**src/rtl/bnn_seq_pkg.sv**
```systemverilog
// Shared definitions for the BNN host-side sequencer: FSM states,
// bnn_ui bit positions and the default parameter-chain length.
package bnn_seq_pkg;

  typedef enum logic [2:0] {
    S_IDLE     = 3'd0,
    S_CFG_BIT  = 3'd1,
    S_CFG_WAIT = 3'd2,
    S_INF_LO   = 3'd3,
    S_INF_HI   = 3'd4,
    S_SETTLE   = 3'd5,
    S_RESP     = 3'd6
  } state_t;

  // Bit positions inside the core's dedicated input bus.
  localparam int UI_CLK     = 0;
  localparam int UI_SETUP   = 1;
  localparam int UI_PARAM   = 2;
  localparam int UI_BANK    = 3;
  localparam int UI_NIB_LSB = 4;

  // Parameter-chain length of the reference network build.
  localparam int DEFAULT_CHAIN_LEN = 144;

  // Bit counter never wraps, so an overlong load can not alias to a good one.
  function automatic logic [15:0] sat_inc16(input logic [15:0] v);
    return (v == 16'hFFFF) ? v : v + 16'd1;
  endfunction

endpackage

```
**src/rtl/bnn_tick_gen.sv**
```systemverilog
// One user-clock tick: CLK_HALF low cycles then CLK_HALF high cycles.
// The high-phase output is a flop, so the user clock it drives is glitch-free.
module bnn_tick_gen #(
  parameter int CLK_HALF = 1
) (
  input  logic clk,
  input  logic rst_n,
  input  logic start_i,
  output logic busy_o,
  output logic high_o,
  output logic first_low_o,
  output logic done_o
);

  localparam logic [15:0] HALF = 16'(CLK_HALF);
  localparam logic [15:0] LAST = 16'(2 * CLK_HALF - 1);

  logic [15:0] cnt_q, cnt_d;
  logic        busy_q, busy_d;
  logic        high_q, high_d;

  // Phase counter: a start (re)arms the tick even in its final cycle,
  // which lets ticks run back to back with no gap.
  always_comb begin
    cnt_d  = cnt_q;
    busy_d = busy_q;
    high_d = high_q;
    if (start_i) begin
      cnt_d  = 16'd0;
      busy_d = 1'b1;
      high_d = 1'b0;
    end else if (busy_q) begin
      if (cnt_q == LAST) begin
        cnt_d  = 16'd0;
        busy_d = 1'b0;
        high_d = 1'b0;
      end else begin
        cnt_d  = cnt_q + 16'd1;
        high_d = ((cnt_q + 16'd1) >= HALF);
      end
    end
  end

  // Phase state registers.
  always_ff @(posedge clk) begin
    if (!rst_n) begin
      cnt_q  <= 16'd0;
      busy_q <= 1'b0;
      high_q <= 1'b0;
    end else begin
      cnt_q  <= cnt_d;
      busy_q <= busy_d;
      high_q <= high_d;
    end
  end

  assign busy_o      = busy_q;
  assign high_o      = high_q;
  assign first_low_o = busy_q && (cnt_q == 16'd0);
  assign done_o      = busy_q && (cnt_q == LAST);

endmodule

```
**src/rtl/bnn_sequencer.sv**
```systemverilog
// Host-side controller for the serial-configured BNN core: shifts config
// bytes into the parameter chain, presents inference inputs as two nibble
// ticks, then samples and holds the network output.
//
// Handshakes: a transfer happens on a rising clk edge where valid and ready
// are both high; valid must not depend on ready. In IDLE a config byte has
// priority, so an infer_valid seen together with cfg_valid is not taken
// even though infer_ready may be high in that cycle.
module bnn_sequencer
  import bnn_seq_pkg::*;
#(
  parameter int CHAIN_LEN = DEFAULT_CHAIN_LEN,
  parameter int CLK_HALF  = 1,
  parameter int SETTLE    = 2
) (
  input  logic       clk,
  input  logic       rst_n,
  input  logic       cfg_valid,
  output logic       cfg_ready,
  input  logic [7:0] cfg_data,
  input  logic       cfg_last,
  input  logic       infer_valid,
  output logic       infer_ready,
  input  logic [7:0] infer_x,
  output logic       res_valid,
  input  logic       res_ready,
  output logic [7:0] res_y,
  output logic       configured,
  output logic       cfg_err,
  output logic [7:0] bnn_ui,
  input  logic [7:0] bnn_uo,
  output logic [2:0] dbg_state
);

  state_t      state_q, state_d;
  logic        setup_q, setup_d;
  logic        param_q, param_d;
  logic        bank_q, bank_d;
  logic [3:0]  nib_q, nib_d;
  logic [7:0]  byte_q, byte_d;
  logic        last_q, last_d;
  logic [2:0]  bit_idx_q, bit_idx_d;
  logic [7:0]  x_q, x_d;
  logic [15:0] settle_q, settle_d;
  logic [7:0]  res_y_q, res_y_d;
  logic        configured_q, configured_d;
  logic        cfg_err_q, cfg_err_d;
  logic [15:0] bit_cnt_q, bit_cnt_d;

  logic tick_start, tick_busy, tick_high, tick_first, tick_done;
  logic take_byte, take_first;

  bnn_tick_gen #(
    .CLK_HALF(CLK_HALF)
  ) u_tick (
    .clk        (clk),
    .rst_n      (rst_n),
    .start_i    (tick_start),
    .busy_o     (tick_busy),
    .high_o     (tick_high),
    .first_low_o(tick_first),
    .done_o     (tick_done)
  );

  // A new byte is never handed over while a tick is still in flight.
  assign cfg_ready   = ((state_q == S_IDLE) || (state_q == S_CFG_WAIT)) && !tick_busy;
  assign infer_ready = (state_q == S_IDLE) && configured_q && !tick_busy;

  // Next-state and datapath updates; data fields only move on the edge that
  // starts a tick, so they are stable for the whole tick.
  always_comb begin
    state_d      = state_q;
    setup_d      = setup_q;
    param_d      = param_q;
    bank_d       = bank_q;
    nib_d        = nib_q;
    byte_d       = byte_q;
    last_d       = last_q;
    bit_idx_d    = bit_idx_q;
    x_d          = x_q;
    settle_d     = settle_q;
    res_y_d      = res_y_q;
    configured_d = configured_q;
    cfg_err_d    = cfg_err_q;
    bit_cnt_d    = bit_cnt_q;
    tick_start   = 1'b0;
    take_byte    = 1'b0;
    take_first   = 1'b0;

    case (state_q)
      S_IDLE: begin
        if (cfg_valid && cfg_ready) begin
          take_byte  = 1'b1;
          take_first = 1'b1;
        end else if (infer_valid && infer_ready) begin
          state_d    = S_INF_LO;
          x_d        = infer_x;
          setup_d    = 1'b0;
          param_d    = 1'b0;
          bank_d     = 1'b0;
          nib_d      = infer_x[3:0];
          tick_start = 1'b1;
        end
      end

      S_CFG_BIT: begin
        if (tick_first) begin
          bit_cnt_d = sat_inc16(bit_cnt_q);
        end
        if (tick_done) begin
          if (bit_idx_q == 3'd7) begin
            if (last_q) begin
              state_d = S_IDLE;
              setup_d = 1'b0;
              param_d = 1'b0;
              if (bit_cnt_q == 16'(CHAIN_LEN)) begin
                configured_d = 1'b1;
                cfg_err_d    = 1'b0;
              end else begin
                configured_d = 1'b0;
                cfg_err_d    = 1'b1;
              end
            end else begin
              state_d = S_CFG_WAIT;
            end
          end else begin
            bit_idx_d  = bit_idx_q + 3'd1;
            param_d    = byte_q[bit_idx_q + 3'd1];
            tick_start = 1'b1;
          end
        end
      end

      S_CFG_WAIT: begin
        if (cfg_valid && cfg_ready) begin
          take_byte = 1'b1;
        end
      end

      S_INF_LO: begin
        if (tick_done) begin
          state_d    = S_INF_HI;
          bank_d     = 1'b1;
          nib_d      = x_q[7:4];
          tick_start = 1'b1;
        end
      end

      S_INF_HI: begin
        if (tick_done) begin
          state_d  = S_SETTLE;
          settle_d = 16'd0;
        end
      end

      S_SETTLE: begin
        if (settle_q == 16'(SETTLE - 1)) begin
          state_d = S_RESP;
          res_y_d = bnn_uo;
        end else begin
          settle_d = settle_q + 16'd1;
        end
      end

      S_RESP: begin
        if (res_ready) begin
          state_d = S_IDLE;
        end
      end

      default: begin
        state_d = S_IDLE;
      end
    endcase

    // Byte acceptance is shared by IDLE and CFG_WAIT; only a byte taken from
    // IDLE starts a fresh load and forgets the previous load's outcome.
    if (take_byte) begin
      state_d    = S_CFG_BIT;
      byte_d     = cfg_data;
      last_d     = cfg_last;
      bit_idx_d  = 3'd0;
      setup_d    = 1'b1;
      param_d    = cfg_data[0];
      bank_d     = 1'b0;
      nib_d      = 4'd0;
      tick_start = 1'b1;
      if (take_first) begin
        bit_cnt_d    = 16'd0;
        configured_d = 1'b0;
        cfg_err_d    = 1'b0;
      end
    end
  end

  // State and datapath registers with synchronous active-low reset.
  always_ff @(posedge clk) begin
    if (!rst_n) begin
      state_q      <= S_IDLE;
      setup_q      <= 1'b0;
      param_q      <= 1'b0;
      bank_q       <= 1'b0;
      nib_q        <= 4'd0;
      byte_q       <= 8'd0;
      last_q       <= 1'b0;
      bit_idx_q    <= 3'd0;
      x_q          <= 8'd0;
      settle_q     <= 16'd0;
      res_y_q      <= 8'd0;
      configured_q <= 1'b0;
      cfg_err_q    <= 1'b0;
      bit_cnt_q    <= 16'd0;
    end else begin
      state_q      <= state_d;
      setup_q      <= setup_d;
      param_q      <= param_d;
      bank_q       <= bank_d;
      nib_q        <= nib_d;
      byte_q       <= byte_d;
      last_q       <= last_d;
      bit_idx_q    <= bit_idx_d;
      x_q          <= x_d;
      settle_q     <= settle_d;
      res_y_q      <= res_y_d;
      configured_q <= configured_d;
      cfg_err_q    <= cfg_err_d;
      bit_cnt_q    <= bit_cnt_d;
    end
  end

  // Core bus assembly; every field comes straight from a flop.
  always_comb begin
    bnn_ui                       = 8'd0;
    bnn_ui[UI_CLK]               = tick_high;
    bnn_ui[UI_SETUP]             = setup_q;
    bnn_ui[UI_PARAM]             = param_q;
    bnn_ui[UI_BANK]              = bank_q;
    bnn_ui[UI_NIB_LSB +: 4]      = nib_q;
  end

  assign res_valid  = (state_q == S_RESP);
  assign res_y      = res_y_q;
  assign configured = configured_q;
  assign cfg_err    = cfg_err_q;
  assign dbg_state  = state_q;

endmodule

```
**config.mk**
```make
export PLATFORM = sky130hd
export DESIGN_NAME = bnn_sequencer
export DESIGN_NICKNAME = d
export VERILOG_FILES = /design/src/rtl/bnn_seq_pkg.sv /design/src/rtl/bnn_tick_gen.sv /design/src/rtl/bnn_sequencer.sv
export SDC_FILE = /design/constraint.sdc
export NUM_CORES = 1
export LEC_CHECK = 0
export CORE_ASPECT_RATIO = 0.7
export CORE_MARGIN = 5
export CORE_UTILIZATION = 56
export DETAILED_ROUTE_END_ITERATION = 6
export MAX_ROUTING_LAYER = met4
export PLACE_DENSITY = 0.8
export SYNTH_ARGS = -nofsm -noshare
export SYNTH_HDL_FRONTEND = slang
export SYNTH_HIERARCHICAL = 1
export SYNTH_SLANG_ARGS = --single-unit
```
**constraint.sdc**
```tcl
create_clock -name clk -period 3.9 [get_ports clk]
set_clock_uncertainty 0.2 [all_clocks]
set_input_delay 1.17 -clock clk [delete_from_list [all_inputs] [get_ports clk]]
set_output_delay 1.17 -clock clk [all_outputs]
set_load 0.02 [all_outputs]
```
==> Word level (Yosys, flattened, before mapping) <==
Cells that the tools add are included.
{ "op_classes": {"n_addsub": 4, "mul": 0, "div": 0, "magnitude_cmp": 2, "eq_ne": 31, "shifts": 0, "mux": 67, "n_bitwise": 4, "n_reduce_logical": 26} }
{ "ops": {"columns": ["op", "n"], "rows": [
  ["$mux 16", 8],
  ["$add 16x1->16 const B", 3],
  ["$mux 1", 39],
  ["$eq 16x1->1 const B", 2],
  ["$pmux 16 s2", 1],
  ["$mux 3", 8],
  ["$ne 3x3->1 const B", 7],
  ["$pmux 3 s7", 1],
  ["$reduce_and 9->1", 2],
  ["$eq 16x16->1 const B", 1],
  ["$eq 16x8->1 const B", 1],
  ["$ge 16x1->1 const B", 1],
  ["$logic_not 16->1", 1],
  ["$ne 2x2->1 const B", 8],
  ["$eq 3x3->1 const B", 4],
  ["$mux 4", 3],
  ["$reduce_and 3->1", 3],
  ["$pmux 4 s2", 1],
  ["$logic_and 1x1->1", 7],
  ["$eq 3x2->1 const B", 2],
  ["$pmux 1 s2", 3],
  ["$reduce_and 6->1", 1],
  ["$reduce_or 2->1", 3],
  ["$reduce_and 5->1", 1],
  ["18 further kinds", 23]
]} }
{ "word_totals": {"regBits": 90, "latch_bits": 0, "ram_bits": 0, "rom_bits": 0, "memories": 0} }

==> Longest topological paths before layout <==
{ "logic_depth": {"depth_word": 9, "mapped_depth": 11} }

==> Hierarchy <==
Netlist, hierarchy kept.
{ "by_module_without_submodules": {"columns": ["mod", "n_inst", "cells_each", "area_per_inst_um2"], "rows": [
  ["bnn_sequencer", 1, 370, 3275.6],
  ["bnn_tick_gen", 1, 136, 1144.8]
]} }

==> Worst setup path before layout <==
OpenSTA, ideal clock, no wires.
{ "synth_timing": {"path_kind": "register to register", "from": "reg u_tick.cnt_q[3]", "to": "reg u_tick.cnt_q[0]", "setup_ns": 0.128, "arrival_time_ns": 2.648, "path_slack_ns": 0.925, "path_stages_with_launch": 12, "path_cell_list": "dfxtp_1 buf_2 or4_4 nor4_4 and3_1 clkbuf_1 nand2_1 o21ai_0 nand2b_1 clkbuf_1 clkbuf_1 nor2_1"} }
{ "synth_between": {"elab_chain_len": 6, "elab_cells_between_ends": 8, "cone_classes": "eq/ne: 1; mux: 5; reduce/logical: 2"} }
{ "synth_rtl": {"columns": ["item", "line_no", "text"], "rows": [
  ["start, declared", "bnn_tick_gen.sv:18", "logic [15:0] cnt_q, cnt_d;"],
  ["start signal, assigned", "bnn_tick_gen.sv:51", "cnt_q <= cnt_d;"],
  ["$eq 16x1->1 *", "bnn_tick_gen.sv:60", "assign done_o = busy_q && (cnt_q == LAST);"],
  ["$logic_and 1x1->1 *", "bnn_tick_gen.sv:60", null],
  ["net tick_done", "bnn_sequencer.sv:50", "logic tick_start, tick_busy, tick_high, tick_first, tick_done;"],
  ["$mux 1, on equally long branches", "bnn_sequencer.sv:141, bnn_sequencer.sv:110", null],
  ["$pmux 1 s3 *", "bnn_sequencer.sv:90", "case (state_q)"],
  ["$mux 1 *", "bnn_sequencer.sv:178", "if (take_byte) begin"],
  ["net tick_start", "bnn_sequencer.sv:50", null],
  ["$reduce_or 2->1 (no source line) *", null, null]
]} }
Mark *: on every way through the listed nets, which the timed path passes. The rest lies on a longest branch.
A chain may end at the register's enable or synchronous reset.

==> Final worst setup path <==
{ "layout_timing": {"from": "reg state_q[0], in the netlist dbg_state[0]", "to": "out infer_ready"} }
{ "layout_between": {"elab_chain_len": 3} }
{ "layout_rtl": {"columns": ["item", "line_no", "text"], "rows": [
  ["start, declared", "bnn_sequencer.sv:35", "state_t state_q, state_d;"],
  ["start signal, assigned", "bnn_sequencer.sv:214", "state_q <= state_d;"],
  ["$logic_not 3->1", "bnn_sequencer.sv:67", "assign infer_ready = (state_q == S_IDLE) && configured_q && !tick_busy;"],
  ["$logic_and 1x1->1 (2 in series)", "bnn_sequencer.sv:67", null],
  ["end, declared", "bnn_sequencer.sv:23", "output logic infer_ready,"]
]} }
Every way passes these cells.

==> reports/metrics.yaml <==
clocking:
  worst_setup_hold_path_clk_slew_ns: 0.06
  cts_resized: 0
  cts-root-to-sink-buffers: 2
  clk_latency_ns: 0.34
  ctsHtreeMaxLevel: 3
  cts_hold_buffers: 0
  cts-buffers-inserted: 9
  clock_sinks: 86
  cts-root-buf: "sky130_fd_sc_hd__clkbuf_16"
  cts_post_setup_buffers_inserted: 0
  cts_tree: "built"
min_path:
  worst_hold_path_type: "register to register"
  worst_hold_startpoint: "byte_q[6]$_SDFFE_PN0P_"
  whs_endpoint: "byte_q[6]$_SDFFE_PN0P_"
  whs_path_depth: 2
synthesis:
  synthArstFlopShare_pct: 0
  yosysTopAreaCell: "sky130_fd_sc_hd__dfxtp_1"
  synth_top_cells_by_area: "sky130_fd_sc_hd__dfxtp_1, sky130_fd_sc_hd__xor2_1, sky130_fd_sc_hd__mux2i_1"
  synthDominantCellAreaShare_pct: 38.95
  yosys-top-cells-count: "sky130_fd_sc_hd__dfxtp_1, sky130_fd_sc_hd__nor2_1, sky130_fd_sc_hd__nand2_1"
  synth-seq-area-share_pct: 38.95
  synth-main-ff-cell: "sky130_fd_sc_hd__dfxtp_1"
  syn_area_um2: 4420
  yosysUniqueCellTypes: 59
  synth-edff-count: 0
  yosysWarnings: 6
  synth_cells: 506
  synthesis.nets: 547
  postSynthAreaPerCell_um2: 8.736
  synth_most_common_cell: "sky130_fd_sc_hd__dfxtp_1"
  synth.ff_latch_count: 86
place:
  globalplace.congestion: 0.8795
  place_hpwl_um: 6903
  placed_cells: 642
  area_after_dpl_um2: 5016
  placement.io_buffers: 53
drt:
  num_vias: 3675
  avgViaCountPerCell: 5.585
  number_of_drc_violations_after_detailed_routing: 0
  final_antenna_net_count: 0
  drt-total-wl_um: 9587
  first_pass_iters: 4
  drt_iter0_drc: 242
  routedWlPerCell_um: 14.57
sta:
  hold_viol: 0
  fin_crit_sh_pct: 90.30
  clock.fmax_mhz: 283.9
  hold-worst-slack_ns: 0.2626
  worst_margin_slew_ns: 0.8066
  fin_tns_setup_ns: 0
  rsz0062_at_grt: "no"
  worst_slew_margin_rel_pct: 45.73
  drv_slew: 0
  finalSetupViolations: 0
  period_needed_ns: 3.522
power_and_ir_drop:
  p_clk_share_pct: 42.8
  swShare_pct: 24.28
  power_per_cell_area_nw_per_um2: 349.1
  switching_power_total_mw: 0.4486
  vdd.ir_drop.worst_mv: 0.3208
  power.internal_mw: 1.399
  power.share.combinational_pct: 8.1
  power.static_leakage_nw: 1.950
  power.share.sequential_pct: 49.1
global_routing:
  grt_util_all_layers_pct: 20.75
  gr-total-overflow: 0
  grt_antenna_before_repair: 0
  grt_pass1_wl_um: 16100
  grt_max_degree: 27
  number_of_global_route_vias_before_repair: 3514
worst_setup_path:
  worst-endpoint-arrival_ns: 2.15
  r2r-start: "u_tick/cnt_q[2]$_SDFFE_PP0P_"
  critical-path-max-stage-delay_ns: 0.65
  crit_buf_inv: 1
  critPathRequiredTime_ns: 2.53
  rr_worst_depth: 8
  critPathTopFamily: "simple AND/OR/NAND/NOR gates"
  end_kind: "primary output"
  critical_path.reg2reg.endpoint: "bit_cnt_q[15]$_SDFF_PN0_"
  startpoint_class_of_the_critical_path: "register"
  timing.critical_path.slowest_stage_cell: "sky130_fd_sc_hd__clkdlybuf4s50_1"
  critPathKind: "register to primary output"
  critical_path.cell_chain: "or3_4 > nor3b_1 > clkdlybuf4s50_1"
  crit_fanout: 17
  reg2reg_setup_slack_ns: 0.56
floorplanning:
  dieArea_um2: 9799
  core_area_um2: 7770
  initial_utilization_pct: 56.89
  dieWidth_um: 116.2
  rows: 27
  fp.dieH_um: 84.34
  io-pin-count: 54
job:
  cap_viol_max_count: 0
cells_and_area:
  diode_count: 0
  instances_no_fill: 658
  design.final.nets: 593
  area.growth.synth_to_final_pct: 19.73
  final_design_instance_area_without_fill_um2: 5293
  post_route_cells_drive_above_1_share_pct: 7.720
outcome:
  outcome: "complete, no violations"
area by class of cell:
cell class              count  area (um^2)
clock buffers              10        229.0
fillers                   610         2477
inverters                   8        30.03
flip-flops and latches     86         1722
repair buffers             61        590.6
well taps                 101        126.4
multi-input cells         386         2547
clock inverters             6        47.55
worst register-to-register path, cell delays in order, from the launching register on:
cell	delay (ns)
sky130_fd_sc_hd__dfxtp_1	0.41
sky130_fd_sc_hd__or4_4	0.59
sky130_fd_sc_hd__nor4_4	0.28
sky130_fd_sc_hd__and3_1	0.23
sky130_fd_sc_hd__nand4bb_1	0.22
sky130_fd_sc_hd__nor4_1	0.78
sky130_fd_sc_hd__and3_1	0.29
sky130_fd_sc_hd__nor2_1	0.04
sky130_fd_sc_hd__a311oi_1	0.21
power groups by stage:
stage          combinational, mW  clock, mW  sequential, mW
2_1_floorplan             0.0877          0           0.923
3_3_place_gp               0.146          0           0.926
3_5_place_dp               0.149          0           0.927
4_1_cts                    0.150      0.810           0.907
5_1_grt                    0.163      0.854           0.909
6_report                   0.149      0.791           0.907
sequential cells by signal (all words and copies together) (netlist names), 3 cells and up:
register / count
dbg_state: 3
byte_q: 8
x_q: 4
u_tick/cnt_q: 16
bit_idx_q: 3
bit_cnt_q: 16
nib_q: 4
res_y: 8
settle_q: 16
through the flow:
step | utilization (%) | worst slack [ns] | power, mW
after global routing | 68.12 | 0.2637 | 1.926
after CTS | 68.12 | 0.3245 | 1.867
after detailed placement | 64.56 | 0.6392 | 1.076
after global placement | 64.56 | 0.6875 | 1.072
after floorplan | - | 0.9247 | 1.011
final | 68.12 | 0.3781 | 1.848
cell usage in the layout (no fill, tap or decap), types with 11 or more instances in the layout:
| master | count |
|---|---|
| sky130_fd_sc_hd__ha_1 | 11 |
| sky130_fd_sc_hd__nand2_1 | 49 |
| sky130_fd_sc_hd__clkdlybuf4s50_1 | 53 |
| sky130_fd_sc_hd__nor2b_1 | 20 |
| sky130_fd_sc_hd__dfxtp_1 | 86 |
| sky130_fd_sc_hd__mux2i_1 | 24 |
| sky130_fd_sc_hd__nand3_1 | 25 |
| sky130_fd_sc_hd__xor2_1 | 34 |
| sky130_fd_sc_hd__o21ai_0 | 13 |
| sky130_fd_sc_hd__nor2_1 | 62 |
| sky130_fd_sc_hd__a21oi_1 | 13 |
| sky130_fd_sc_hd__nand4_1 | 13 |
kinds of logic after synthesis:
group	count (synthesis)	synth area share, %
simple gates	240	29.52
flops	86	38.95
compound gates	68	10.36
xor+xnor	40	7.925
buf+inv	34	3.425
mux	27	6.708
fa+ha+maj	11	3.113
worst max path at each step:
stage	from	end	depth (start not counted)
5_1_grt	dbg_state[0]$_SDFFE_PN0P_	infer_ready	3
6_report	dbg_state[0]$_SDFFE_PN0P_	infer_ready	3
3_5_place_dp	infer_valid	nib_q[0]$_SDFFE_PP0P_	6
3_3_place_gp	dbg_state[0]$_SDFFE_PN0P_	infer_ready	3
4_1_cts	dbg_state[0]$_SDFFE_PN0P_	infer_ready	3
2_1_floorplan	u_tick/cnt_q[3]$_SDFFE_PP0P_	u_tick/cnt_q[0]$_SDFFE_PP0P_	11
metal layers:
metal	up-vias	GRT usage (%)	share of wire, %
li1	1866	-	-
met1	1711	27.16	48
met2	86	31.44	45
met3	12	6.268	5.4
met4	0	5.163	1.2
met5	-	-	0
Power figures use the tool's default switching activity.
